--- config.mk ---
export PLATFORM = sky130hd
export DESIGN_NAME = mul_div_unit_flat
export DESIGN_NICKNAME = d
export VERILOG_FILES = /design/src/rtl/mul_div_unit_if.sv /design/src/rtl/mul_div_unit.sv /design/src/flat_wrapper.sv
export SDC_FILE = /design/constraint.sdc
export NUM_CORES = 1
export LEC_CHECK = 0
export BUFFER_PORTS_ARGS = -buffer_cell sky130_fd_sc_hd__buf_2
export CAP_MARGIN = 15
export CORE_MARGIN = 4
export CORE_UTILIZATION = 45
export CTS_CLUSTER_SIZE = 25
export DETAILED_ROUTE_END_ITERATION = 7
export PLACE_DENSITY = 0.64
export REMOVE_ABC_BUFFERS = 1
export SYNTH_ARGS = -nofsm -noshare
export SYNTH_HDL_FRONTEND = slang
export SYNTH_SLANG_ARGS = --single-unit
--- constraint.sdc ---
create_clock -name clk -period 3 [get_ports clk]
set_input_delay 0.15 -clock clk [delete_from_list [all_inputs] [get_ports clk]]
set_output_delay 0.15 -clock clk [all_outputs]
set_load 0.02 [all_outputs]
--- src/rtl/mul_div_unit_if.sv ---
// Request/result bundle between an issuing master and the mul_div_unit.
// Master drives operands and start; slave returns status and register-file writes.
// Handshake is start/busy/done; there is no backpressure on the result strobe.
interface mul_div_unit_if;
    logic        start;
    logic        op;
    logic [15:0] opa;
    logic [15:0] opb;
    logic [3:0]  dest;
    logic        busy;
    logic        done;
    logic [3:0]  writeaddress1;
    logic [3:0]  writeaddress2;
    logic [15:0] writedata1;
    logic [15:0] writedata2;
    logic        enable1;
    logic        enable2;
    logic        divzero;
    logic        ovf;

    modport master (
        output start, op, opa, opb, dest,
        input  busy, done, writeaddress1, writeaddress2, writedata1, writedata2,
               enable1, enable2, divzero, ovf
    );

    modport slave (
        input  start, op, opa, opb, dest,
        output busy, done, writeaddress1, writeaddress2, writedata1, writedata2,
               enable1, enable2, divzero, ovf
    );
endinterface

--- src/rtl/mul_div_unit.sv ---
// Iterative signed 16x16 multiply / 16/16 divide with register-file write-back.
// Latency: fixed, result strobe in the cycle after the 18th edge following acceptance.
// Backpressure: none; start is only sampled in IDLE, write-back cannot be stalled.
module mul_div_unit (
    input  logic           clk,
    input  logic           reset,
    mul_div_unit_if.slave  bus
);
    typedef enum logic [1:0] {IDLE, CALC, FIX, WB} state_t;

    state_t      state_q, state_d;
    logic [3:0]  cnt;
    logic        op_q, sa_q, sb_q, bzero_q, ovfcase_q;
    logic [3:0]  dest_q;
    logic [15:0] opa_q;
    logic [15:0] hi, lo, m;

    logic        busy_q, done_q, en1_q, en2_q, dz_q, ovf_q;
    logic [3:0]  wa1_q;
    logic [15:0] wd1_q, wd2_q;

    logic [15:0] a_mag, b_mag;
    logic [16:0] mul_sum;
    logic [16:0] div_sh;
    logic        div_ge;
    logic [15:0] div_sub;

    assign a_mag   = bus.opa[15] ? 16'(-bus.opa) : bus.opa;
    assign b_mag   = bus.opb[15] ? 16'(-bus.opb) : bus.opb;
    assign mul_sum = {1'b0, hi} + (lo[0] ? {1'b0, m} : 17'd0);
    assign div_sh  = {hi, lo[15]};
    assign div_ge  = div_sh >= {1'b0, m};
    // Remainder is always below the divisor, so the low 16 bits hold the full difference.
    assign div_sub = div_sh[15:0] - m;

    always_comb begin
        state_d = state_q;
        case (state_q)
            IDLE:    if (bus.start) state_d = CALC;
            CALC:    if (cnt == 4'd15) state_d = FIX;
            FIX:     state_d = WB;
            WB:      state_d = IDLE;
            default: state_d = IDLE;
        endcase
    end

    always_ff @(posedge clk) begin
        if (!reset) begin
            state_q   <= IDLE;
            cnt       <= 4'd0;
            op_q      <= 1'b0;
            sa_q      <= 1'b0;
            sb_q      <= 1'b0;
            bzero_q   <= 1'b0;
            ovfcase_q <= 1'b0;
            dest_q    <= 4'd0;
            opa_q     <= 16'd0;
            hi        <= 16'd0;
            lo        <= 16'd0;
            m         <= 16'd0;
            busy_q    <= 1'b0;
            done_q    <= 1'b0;
            en1_q     <= 1'b1;
            en2_q     <= 1'b1;
            dz_q      <= 1'b0;
            ovf_q     <= 1'b0;
            wa1_q     <= 4'd0;
            wd1_q     <= 16'd0;
            wd2_q     <= 16'd0;
        end else begin
            state_q <= state_d;
            busy_q  <= (state_q != IDLE) || bus.start;
            done_q  <= (state_q == WB);
            en1_q   <= (state_q != WB);
            en2_q   <= (state_q != WB);
            case (state_q)
                IDLE: if (bus.start) begin
                    op_q      <= bus.op;
                    dest_q    <= bus.dest;
                    opa_q     <= bus.opa;
                    sa_q      <= bus.opa[15];
                    sb_q      <= bus.opb[15];
                    bzero_q   <= (bus.opb == 16'd0);
                    ovfcase_q <= (bus.opa == 16'h8000) && (bus.opb == 16'hFFFF);
                    cnt       <= 4'd0;
                    hi        <= 16'd0;
                    // Multiply shifts the multiplier out of lo; divide shifts the dividend out.
                    lo        <= bus.op ? a_mag : b_mag;
                    m         <= bus.op ? b_mag : a_mag;
                end
                CALC: begin
                    cnt <= cnt + 4'd1;
                    if (!op_q) begin
                        hi <= mul_sum[16:1];
                        lo <= {mul_sum[0], lo[15:1]};
                    end else if (div_ge) begin
                        hi <= div_sub;
                        lo <= {lo[14:0], 1'b1};
                    end else begin
                        hi <= div_sh[15:0];
                        lo <= {lo[14:0], 1'b0};
                    end
                end
                FIX: begin
                    if (!op_q) begin
                        if (sa_q ^ sb_q) {hi, lo} <= -{hi, lo};
                    end else if (bzero_q) begin
                        lo <= 16'hFFFF;
                        hi <= opa_q;
                    end else begin
                        if (sa_q ^ sb_q) lo <= -lo;
                        if (sa_q)        hi <= -hi;
                    end
                end
                WB: begin
                    wa1_q <= dest_q;
                    wd1_q <= lo;
                    wd2_q <= hi;
                    dz_q  <= op_q && bzero_q;
                    ovf_q <= op_q && ovfcase_q;
                end
                default: ;
            endcase
        end
    end

    assign bus.busy          = busy_q;
    assign bus.done          = done_q;
    assign bus.enable1       = en1_q;
    assign bus.enable2       = en2_q;
    assign bus.divzero       = dz_q;
    assign bus.ovf           = ovf_q;
    assign bus.writeaddress1 = wa1_q;
    assign bus.writeaddress2 = 4'hF;
    assign bus.writedata1    = wd1_q;
    assign bus.writedata2    = wd2_q;
endmodule
--- src/flat_wrapper.sv ---
// flat-port wrapper written by rule: the top's interface ports become plain ports
module mul_div_unit_flat 
  (clk, reset, bus_start, bus_op, bus_opa, bus_opb, bus_dest, bus_busy, bus_done, bus_writeaddress1, bus_writeaddress2, bus_writedata1, bus_writedata2, bus_enable1, bus_enable2, bus_divzero, bus_ovf);
  mul_div_unit_if bus_i ();
  input  logic clk;
  input  logic reset;
  input wire logic [$bits(bus_i.start)-1:0] bus_start;
  input wire logic [$bits(bus_i.op)-1:0] bus_op;
  input wire logic [$bits(bus_i.opa)-1:0] bus_opa;
  input wire logic [$bits(bus_i.opb)-1:0] bus_opb;
  input wire logic [$bits(bus_i.dest)-1:0] bus_dest;
  output wire logic [$bits(bus_i.busy)-1:0] bus_busy;
  output wire logic [$bits(bus_i.done)-1:0] bus_done;
  output wire logic [$bits(bus_i.writeaddress1)-1:0] bus_writeaddress1;
  output wire logic [$bits(bus_i.writeaddress2)-1:0] bus_writeaddress2;
  output wire logic [$bits(bus_i.writedata1)-1:0] bus_writedata1;
  output wire logic [$bits(bus_i.writedata2)-1:0] bus_writedata2;
  output wire logic [$bits(bus_i.enable1)-1:0] bus_enable1;
  output wire logic [$bits(bus_i.enable2)-1:0] bus_enable2;
  output wire logic [$bits(bus_i.divzero)-1:0] bus_divzero;
  output wire logic [$bits(bus_i.ovf)-1:0] bus_ovf;
  assign bus_i.start = bus_start;
  assign bus_i.op = bus_op;
  assign bus_i.opa = bus_opa;
  assign bus_i.opb = bus_opb;
  assign bus_i.dest = bus_dest;
  assign bus_busy = bus_i.busy;
  assign bus_done = bus_i.done;
  assign bus_writeaddress1 = bus_i.writeaddress1;
  assign bus_writeaddress2 = bus_i.writeaddress2;
  assign bus_writedata1 = bus_i.writedata1;
  assign bus_writedata2 = bus_i.writedata2;
  assign bus_enable1 = bus_i.enable1;
  assign bus_enable2 = bus_i.enable2;
  assign bus_divzero = bus_i.divzero;
  assign bus_ovf = bus_i.ovf;
  mul_div_unit u_core (.clk(clk), .reset(reset), .bus(bus_i));
endmodule
==> impl_metrics.py, run 1 <==
metrics = {
    "status": {
        "status": "finished, final reports clean",
    },
    "power_and_ir_drop": {
        "internal_power_mw": 4.94,
        "combPwrFrac_pct": 52.1,
        "clkPwrFrac_pct": 23.5,
        "ir_drop_v": 0.000505,
        "power_density_nw_per_um2": 827,
        "power.leakage_nw": 4.35,
        "power.switching_mw": 4.00,
        "swShare_pct": 44.8,
        "p_total_mw": 8.94,
        "p_seq_share_pct": 24.4,
    },
    "sta": {
        "finalSetupViolCount": 0,
        "clock.fmax_mhz": 349,
        "drv_slew": 0,
        "period_share_pct": 95.6,
        "layout_min_cycle_time_ps": 2870,
        "relSlewSlack_pct": 48.1,
        "rsz0062_at_grt": "false",
        "tightest_slew_ps": 779,
        "fin_skew_ps": 14.4,
        "whs_ps": 14.0,
        "tns_ps": 0,
        "final_hold_viol_count": 0,
    },
    "global_route": {
        "grt_pass1_vias": 8498,
        "grt_max_degree": 70,
        "antenna_found_initial": 0,
        "grtUsageTotal_pct": 26.5,
        "grt_first_pass_wirelength_mm": 47.0,
        "grt_remaining_overflow": 0,
    },
    "floorplanning": {
        "boundaryPins": 86,
        "fp.dieW_um": 150,
        "start_util_pct": 46.1,
        "die_h_um": 150,
        "rows": 51,
        "core_sq_um": 19600,
        "die-area_sq_um": 22400,
    },
    "finish": {
        "diodes": 0,
        "areaGrowthSynthToFinish_pct": 19.6,
        "fillers": 1941,
        "multi_input_area_sq_um": 6200,
        "final_area_sq_um": 10800,
        "drive_gt1_share_pct": 18.5,
        "layout.area.seq_sq_um": 2380,
        "final_cell_mix": "140 x nand2_1, 137 x nor2_1, 118 x dfxtp_1, 97 x a21oi_1, 81 x buf_2",
        "nets": 1397,
        "final_common_cell": "nand2_1",
    },
    "detailed_routing": {
        "via_per_inst": 5.85,
        "wire_per_inst_um": 18.7,
        "drc": 0,
        "vias": 9309,
        "drtIter0Drc": 674,
        "dr.pass1.iters": 6,
        "routed_wl_mm": 29.7,
        "ant_nets": 0,
    },
    "yosys": {
        "ys_seq_area_share_pct": 26.4,
        "synth_top_area_cell": "dfxtp_1",
        "synth.top_cell.area_share_pct": 26.4,
        "synth_area_leaders": "dfxtp_1 26%, mux2i_1 6.2%, ha_1 5.8%",
        "yosysWarnings": 0,
        "synth_edf_count": 0,
        "yosysUniqueCellTypes": 76,
        "synth_seq_cells": 119,
        "syn_area_per_cell_sq_um": 7.50,
        "netlist_instances": 1206,
        "netlist_area_sq_um": 9040,
        "ys_async_sr_fraction_pct": 0,
        "synthFlopType": "dfxtp_1",
    },
    "worst_setup_path": {
        "slowest_delay_ps": 430,
        "cp_max_fo": 12,
        "crit_slowest_cell": "or3_1",
        "path_cells": "inv_1 -> ha_1 -> and4_1 -> and4_1 -> a31oi_1 -> buf_4 -> a31o_2 -> or3_1 -> a31oi_1 -> a22o_1",
        "r2r_end": "u_core.hi[3]$_SDFFE_PN0P_",
        "worstSetupPathType": "reg -> reg",
        "rr_worst_depth": 10,
        "ff2ff_setup_slack_ps": 130,
        "worstPathArrival_ps": 3220,
        "crit_path_end_kind": "flop",
        "cp.required_ps": 3350,
        "start_kind": "flop",
        "r2r_start": "u_core.m[11]$_SDFFE_PN0P_",
    },
    "cts": {
        "clock_latency_ps": 430,
        "clock-sinks": 119,
        "h-tree-depth": 4,
        "clock-root-buffer": "clkbuf_16",
        "cts.clk_slew.worst_paths_ps": 60,
        "cts_tree": "yes",
        "cts_inserted_buffers": 17,
        "cts_buffer_depth": 2,
    },
    "place": {
        "dpl-instance-area_sq_um": 10100,
        "dp_hpwl_mm": 22.0,
        "port_buffers": 81,
        "gp_congestion": 0.948,
    },
    "flow_run": {
        "cap_violations": 0,
    },
    "hold_path": {
        "hp-start": "bus_opa[14]",
        "hold_path.class": "in -> reg",
        "hold_end": "u_core.opa_q[14]$_SDFFE_PN0P_",
        "holdPathStages": 3,
    },
}
## per-layer routing
layer / wire [um] / track usage, % / up-vias
met2: 13100 / 40.9 / 382
met5: 0 / 0 / -
met3: 2160 / 4.78 / 46
li1: - / - / 4568
met4: 715 / 7.41 / 0
met1: 13800 / 37.9 / 4313
## timing repair
action | CTS | global route
pin swaps | 0 | 3
buffers inserted | 0 | 1
hold endpoints to repair | 7 | 0
endpoints found under the setup margin | 1 | 7
hold buffers | 7 | 0
gates resized for setup | 1 | 15
## worst max-delay path: cells and delay by family (launching register included)
family / cells / cell delay (ps)
and+or+nand+nor: 3 / 960
AOI/OAI and AO/OA: 4 / 880
adders and majority gates: 1 / 370
DFF: 1 / 340
buffers and inverters: 2 / 260
## per-stage QoR
step / util, % / worst slack [ps] / std cells
after floorplan: - / -1620 / 1127
after global placement: 51.5 / -2.88 / 1551
after detailed placement: 51.5 / -77.3 / 1551
after CTS: 54.9 / 65.1 / 1590
after global routing: 55.2 / 2.12 / 1591
final: 55.2 / 131 / 1591
## cells in the mapped netlist (9+ instances only)
library cell / instances
a21o_1: 14
mux2_2: 12
ha_1: 42
buf_1: 9
xnor2_1: 32
a211oi_1: 18
clkbuf_1: 61
nor4_1: 9
nand3_1: 28
o31ai_1: 15
o21a_1: 17
a21oi_1: 98
o211ai_1: 20
a31oi_1: 20
nor2_1: 137
xor2_1: 24
nand2_1: 140
nor3_1: 24
mux2i_1: 56
inv_1: 49
dfxtp_1: 119
nand4_1: 9
or3_1: 14
o21ai_0: 73
## power by group through the flow
stage / Combinational, mW / Clock, mW / Sequential (mW)
final: 4.66 / 2.10 / 2.18
after global routing: 5.11 / 2.19 / 2.21
after CTS: 4.59 / 2.12 / 2.17
after detailed placement: 4.54 / 0 / 2.20
after global placement: 4.52 / 0 / 2.19
after floorplan: 2.84 / 0 / 2.16
## sequential cells by signal, summed over array words and instances (netlist names)
signal and count:
u_core.state_q 2, u_core.m 16, u_core.bus.ovf 1, u_core.bzero_q 1
u_core.bus.writedata2 16, u_core.bus.done 1, u_core.hi 16, u_core.bus.enable1 1
u_core.bus.writedata1 16, u_core.ovfcase_q 1, u_core.lo 16, u_core.opa_q 16
u_core.bus.writeaddress1 4, u_core.bus.busy 1, u_core.op_q 1, u_core.cnt 4
u_core.bus.divzero 1, u_core.dest_q 4, u_core.sb_q 1
## kinds of logic (layout without fill, tap and decap cells)
family | Yosys count | after routing | synth area share [%]
flip-flops | 119 | 119 | 26.4
buffers and inverters | 134 | 251 | 5.90
AO/OA/AOI/OAI | 360 | 360 | 26.3
AND/OR/NAND/NOR | 424 | 424 | 22.0
other | 1 | 4 | 0.0415
adder cells (fa/ha/maj) | 44 | 44 | 6.26
multiplexers | 68 | 68 | 7.70
XOR/XNOR | 56 | 56 | 5.43
## worst max path at each step
stage	from	end	slack (ps)	cells after the start
CTS	u_core.lo[0]$_SDFFE_PN0P_	u_core.hi[14]$_SDFFE_PN0P_	70	10
floorplan	u_core.op_q$_SDFFE_PN0P_	u_core.lo[15]$_SDFFE_PN0P_	-1620	7
global route	u_core.hi[0]$_SDFFE_PN0P_	u_core.hi[6]$_SDFFE_PN0P_	2	10
detailed placement	u_core.lo[0]$_SDFFE_PN0P_	u_core.hi[14]$_SDFFE_PN0P_	-80	10
finish	u_core.m[11]$_SDFFE_PN0P_	u_core.hi[3]$_SDFFE_PN0P_	130	10
global placement	u_core.lo[0]$_SDFFE_PN0P_	u_core.hi[14]$_SDFFE_PN0P_	-3	10
## cell type report
type / count / area share [%]
clock buffer: 18 / 3.97
clock inverter: 14 / 1.50
inverter: 52 / 1.81
multi-input combinational: 956 / 57.4
sequential: 119 / 22.0
tap: 265 / 3.07
timing repair buffer: 167 / 10.2
Note: power is estimated with default switching activity, not from simulation.
==> inputs of run 2 (changes only) <==
--- a/config.mk
+++ b/config.mk
@@ -7,11 +7,13 @@
 export LEC_CHECK = 0
 export BUFFER_PORTS_ARGS = -buffer_cell sky130_fd_sc_hd__buf_2
 export CAP_MARGIN = 15
+export CELL_PAD_IN_SITES_DETAIL_PLACEMENT = 1
+export CELL_PAD_IN_SITES_GLOBAL_PLACEMENT = 2
 export CORE_MARGIN = 4
-export CORE_UTILIZATION = 45
+export CORE_UTILIZATION = 32
 export CTS_CLUSTER_SIZE = 25
 export DETAILED_ROUTE_END_ITERATION = 7
-export PLACE_DENSITY = 0.64
+export PLACE_DENSITY = 0.76
 export REMOVE_ABC_BUFFERS = 1
 export SYNTH_ARGS = -nofsm -noshare
 export SYNTH_HDL_FRONTEND = slang
==> impl_metrics.py, run 2 (synthesis gave the netlist of run 1 again) <==
metrics = {
    "status": {
        "status": "finished, final reports clean",
    },
    "sta": {
        "period_share_pct": 94.0,
        "clock.fmax_mhz": 355,
        "finalSetupViolCount": 0,
        "fin_skew_ps": 14.5,
        "tightest_slew_ps": 766,
        "relSlewSlack_pct": 49.0,
        "drv_slew": 0,
        "whs_ps": 22.0,
        "rsz0062_at_grt": "true",
        "final_hold_viol_count": 0,
        "layout_min_cycle_time_ps": 2820,
    },
    "finish": {
        "nets": 1401,
        "areaGrowthSynthToFinish_pct": 21.4,
        "final_cell_mix": "140 x nand2_1, 136 x nor2_1, 117 x dfxtp_1, 96 x a21oi_1, 82 x buf_4",
        "final_area_sq_um": 11000,
        "diodes": 0,
        "final_common_cell": "nand2_1",
        "drive_gt1_share_pct": 18.7,
    },
    "detailed_routing": {
        "ant_nets": 0,
        "drc": 0,
        "routed_wl_mm": 34.5,
        "drtIter0Drc": 508,
        "via_per_inst": 5.44,
        "vias": 9298,
        "wire_per_inst_um": 20.2,
        "dr.pass1.iters": 6,
    },
    "power_and_ir_drop": {
        "combPwrFrac_pct": 53.0,
        "p_seq_share_pct": 23.5,
        "power.switching_mw": 4.19,
        "power.leakage_nw": 4.37,
        "ir_drop_v": 0.000360,
        "swShare_pct": 45.9,
        "internal_power_mw": 4.94,
        "clkPwrFrac_pct": 23.4,
        "power_density_nw_per_um2": 832,
    },
    "floorplanning": {
        "core_sq_um": 27900,
        "boundaryPins": 86,
        "rows": 61,
        "fp.dieW_um": 176,
        "start_util_pct": 32.5,
        "die-area_sq_um": 31000,
        "die_h_um": 176,
    },
    "cts": {
        "cts_tree": "yes",
        "clock-root-buffer": "clkbuf_16",
        "cts.clk_slew.worst_paths_ps": 60,
        "clock_latency_ps": 430,
        "cts_buffer_depth": 2,
        "clock-sinks": 119,
        "h-tree-depth": 4,
        "cts_inserted_buffers": 17,
    },
    "worst_setup_path": {
        "r2r_start": "u_core.lo[0]$_SDFFE_PN0P_",
        "crit_path_start": "u_core.lo[0]$_SDFFE_PN0P_",
        "worstPathArrival_ps": 3160,
        "cp.required_ps": 3340,
        "crit_path_end_kind": "flop",
        "rr_worst_depth": 11,
        "cp_max_fo": 10,
        "start_kind": "flop",
        "worstSetupPathType": "reg -> reg",
    },
    "place": {
        "port_buffers": 81,
        "dp_hpwl_mm": 25.8,
        "dpl-instance-area_sq_um": 10200,
        "gp_congestion": 0.954,
    },
    "hold_path": {
        "hp-start": "bus_opa[5]",
        "holdPathStages": 3,
        "hold_path.class": "in -> reg",
    },
    "global_route": {
        "grt_pass1_vias": 9388,
        "grt_max_degree": 54,
        "grt_first_pass_wirelength_mm": 54.4,
        "grt_remaining_overflow": 0,
        "antenna_found_initial": 0,
        "grtUsageTotal_pct": 22.2,
    },
    "flow_run": {
        "cap_violations": 0,
    },
}
[run 2: cell types whose count changed in the layout (fill, tap and decap cells not counted), sizes merged]
cell | before | now
buf | 160 | 164
clkinv | 5 | 6
inv | 57 | 55
clkinvlp | 2 | 3
[run 2: critical path, stage by stage (launching register included)]
cell and delay, ps:
dfxtp_1 320, inv_2 180, nor2_1 80, ha_1 330, o21ai_0 300, o21ai_2 140
a2111oi_4 300, buf_4 180, nor2_1 60, a311oi_1 300, mux2_2 380, o32ai_2 180
[run 2: path summary, 6_finish.rpt]
check | end | slack [ps]
max | u_core.hi[14]$_SDFFE_PN0P_ | 180
min | u_core.opa_q[5]$_SDFFE_PN0P_ | 20
max reg2reg | u_core.hi[14]$_SDFFE_PN0P_ | 180
min reg2reg | u_core.opa_q[6]$_SDFFE_PN0P_ | 460
[run 2: timing repair]
| item | 4_1_cts | 5_1_grt |
|---|---|---|
| gates resized for setup | 2 | 15 |
| setup endpoints to repair | 1 | 6 |
| pin swaps | 1 | 4 |
| setup buffers | 0 | 1 |
| endpoints found under the hold margin | 7 | 0 |
| hold buffers | 7 | 0 |
| cloned | 0 | 0 |
[run 2: layout make-up]
class                   count  area [sq um]
inverters                  52           196
clock inverters            14           164
flip-flops and latches    119          2380
multi-input cells         956          6210
clock buffers              18           429
repair buffers            171          1110
fillers                  3397         16900
well taps                 378           473
[run 2: power by group through the flow]
stage	combinational, mW	clock [mW]	sequential, mW
3_3_place_gp	4.71	0	2.16
2_1_floorplan	2.84	0	2.16
4_1_cts	4.81	2.18	2.15
3_5_place_dp	4.76	0	2.18
5_1_grt	5.31	2.26	2.19
6_report	4.84	2.14	2.15
[run 2: layer usage]
layer	global-route usage, %	vias up	share of wire, %
li1	-	4576	-
met1	31.4	4476	49
met2	36.2	219	46
met3	2.89	27	3.8
met4	5.07	0	1.6
met5	0	-	0
[run 2: metrics by stage]
stage / util, % / std cells / setup WS, ps / total power, mW / TNS [ps]
finish: 39.4 / 1708 / 180 / 9.12 / 0
global route: 39.4 / 1708 / -24.0 / 9.76 / -24.0
CTS: 39.1 / 1707 / 8.72 / 9.13 / 0
detailed placement: 36.7 / 1668 / -29.9 / 6.94 / -29.9
global placement: 36.7 / 1668 / 43.7 / 6.88 / 0
floorplan: - / 1127 / -1620 / 5.01 / -26900
==> inputs of run 3 (changes only) <==
--- a/config.mk
+++ b/config.mk
@@ -9,6 +9,7 @@
 export CAP_MARGIN = 15
 export CELL_PAD_IN_SITES_DETAIL_PLACEMENT = 1
 export CELL_PAD_IN_SITES_GLOBAL_PLACEMENT = 2
+export CORE_ASPECT_RATIO = 0.5
 export CORE_MARGIN = 4
 export CORE_UTILIZATION = 32
 export CTS_CLUSTER_SIZE = 25
==> impl_metrics.py, run 3 (synthesis gave the netlist of run 1 again) <==
metrics = {
    "global_route": {
        "grt_first_pass_wirelength_mm": 58.0,
        "grt_remaining_overflow": 0,
        "top_usage_layer": "met2",
        "grt_use_met1_pct": 34.7,
        "antenna_found_initial": 1,
        "grt_pass1_vias": 9838,
        "use_met3_pct": 4.41,
        "met2_usage_pct": 37.0,
        "grt_max_degree": 69,
        "grtUsageTotal_pct": 24.0,
    },
    "detailed_routing": {
        "dr.pass1.iters": 5,
        "wire_per_inst_um": 21.7,
        "routed_wl_mm": 37.4,
        "via_per_inst": 5.59,
        "drtIter0Drc": 615,
        "drc": 0,
        "ant_nets": 0,
        "vias": 9657,
    },
    "cts": {
        "h-tree-depth": 4,
        "cts.clk_slew.worst_paths_ps": 60,
        "cts_tree": "yes",
        "clock-sinks": 119,
        "clock_latency_ps": 440,
        "cts_inserted_buffers": 17,
        "cts_buffer_depth": 2,
        "clock-root-buffer": "clkbuf_16",
    },
    "power_and_ir_drop": {
        "power_density_nw_per_um2": 835,
        "ir_drop_v": 0.000459,
        "power.leakage_nw": 4.45,
    },
    "sta": {
        "period_share_pct": 97.9,
        "finalSetupViolCount": 0,
        "final_hold_viol_count": 0,
        "layout_min_cycle_time_ps": 2940,
        "relSlewSlack_pct": 48.0,
        "fin_skew_ps": 5.52,
        "whs_ps": 27.5,
        "drv_slew": 0,
        "clock.fmax_mhz": 341,
        "tightest_slew_ps": 780,
    },
    "floorplanning": {
        "die_h_um": 127,
        "die-area_sq_um": 31200,
        "rows": 43,
        "core_sq_um": 27800,
        "start_util_pct": 32.6,
        "boundaryPins": 86,
        "fp.dieW_um": 246,
    },
    "hold_path": {
        "holdPathStages": 3,
        "hp-start": "bus_opa[2]",
        "hold_path.class": "in -> reg",
        "hold_end": "u_core.opa_q[2]$_SDFFE_PN0P_",
    },
    "worst_setup_path": {
        "r2r_start": "u_core.lo[0]$_SDFFE_PN0P_",
        "start_kind": "flop",
        "rr_worst_depth": 11,
        "ff2ff_setup_slack_ps": 60,
        "cp.required_ps": 3360,
        "worstPathArrival_ps": 3300,
        "worstSetupPathType": "reg -> reg",
        "r2r_end": "u_core.hi[14]$_SDFFE_PN0P_",
        "cp_max_fo": 9,
        "crit_path_end_kind": "flop",
    },
    "finish": {
        "final_common_cell": "nand2_1",
        "final_cell_mix": "140 x nand2_1, 136 x nor2_1, 117 x dfxtp_1, 95 x a21oi_1, 85 x buf_4",
        "nets": 1415,
        "areaGrowthSynthToFinish_pct": 23.0,
        "drive_gt1_share_pct": 18.9,
        "final_area_sq_um": 11100,
    },
    "status": {
        "status": "finished, final reports clean",
    },
    "place": {
        "gp_congestion": 0.932,
        "dp_hpwl_mm": 28.1,
        "port_buffers": 81,
        "dpl-instance-area_sq_um": 10200,
    },
    "flow_run": {
        "cap_violations": 0,
    },
}
-- run 3: cell count changes in the layout (fill, tap and decap cells not counted), moves of 2 or more --
cell           change
clkinv_2           +5
clkbuf_1           +2
clkinvlp_4         -2
a2111oi_2          +2
buf_4              +3
a2111oi_1          -2
clkinv_4           -2
inv_6              -6
clkbuf_8           +3
dlygate4sd3_1     +11
-- run 3: worst max path at each step --
stage / startpoint / to / cells after the start
5_1_grt: u_core.lo[0]$_SDFFE_PN0P_ / u_core.hi[14]$_SDFFE_PN0P_ / 11
3_3_place_gp: u_core.lo[0]$_SDFFE_PN0P_ / u_core.hi[14]$_SDFFE_PN0P_ / 10
2_1_floorplan: u_core.op_q$_SDFFE_PN0P_ / u_core.lo[15]$_SDFFE_PN0P_ / 7
6_report: u_core.lo[0]$_SDFFE_PN0P_ / u_core.hi[14]$_SDFFE_PN0P_ / 11
3_5_place_dp: u_core.lo[0]$_SDFFE_PN0P_ / u_core.hi[14]$_SDFFE_PN0P_ / 10
4_1_cts: u_core.lo[0]$_SDFFE_PN0P_ / u_core.hi[14]$_SDFFE_PN0P_ / 11
-- run 3: cell type report --
cell class              instances  area [sq um]
repair buffers                185          1230
flip-flops and latches        119          2380
inverters                      52           196
fillers                      3449         16600
clock buffers                  23           478
clock inverters                 9           123
multi-input cells             956          6230
diodes                          1          2.50
well taps                     382           478
-- run 3: per-layer routing --
metal,part of all wire [%],vias to the layer above
li1,-,4587
met1,50,4792
met2,43,231
met3,5.0,47
met4,1.7,0
met5,0,-
-- run 3: power breakdown --
part           leakage, nW  internal [mW]  switching, mW
clock network        0.297           1.36          0.798
registers            0.970           1.84          0.287
logic                 3.18           1.87           3.12
-- run 3: per-stage QoR --
step	total power, mW	setup slack [ps]	util, %	TNS (ps)	instances
after floorplan	5.01	-1620	-	-26900	1127
after global placement	6.86	-79.9	36.9	-79.9	1674
after detailed placement	6.98	-264	36.9	-398	1674
after CTS	9.20	20.5	39.7	0	1725
after global routing	9.88	-33.7	40.1	-37.9	1726
final	9.28	63.3	40.1	0	1727
-- run 3: worst max-delay path, stage by stage (launching register included) --
cell and delay, ps:
dfxtp_1 390, inv_2 130, nor2_1 120, ha_1 250, o21a_1 170, o21a_1 190, a2111oi_2 400, buf_4 200
nor2_1 70, a311oi_2 350, mux2_2 390, o32ai_2 190
-- run 3: timing repair --
item / 4_1_cts / 5_1_grt
hold buffers: 18 / 0
resized for setup: 3 / 19
endpoints found under the setup margin: 4 / 12
hold endpoints to repair: 18 / 0
pin swaps: 1 / 4
setup buffers: 1 / 1
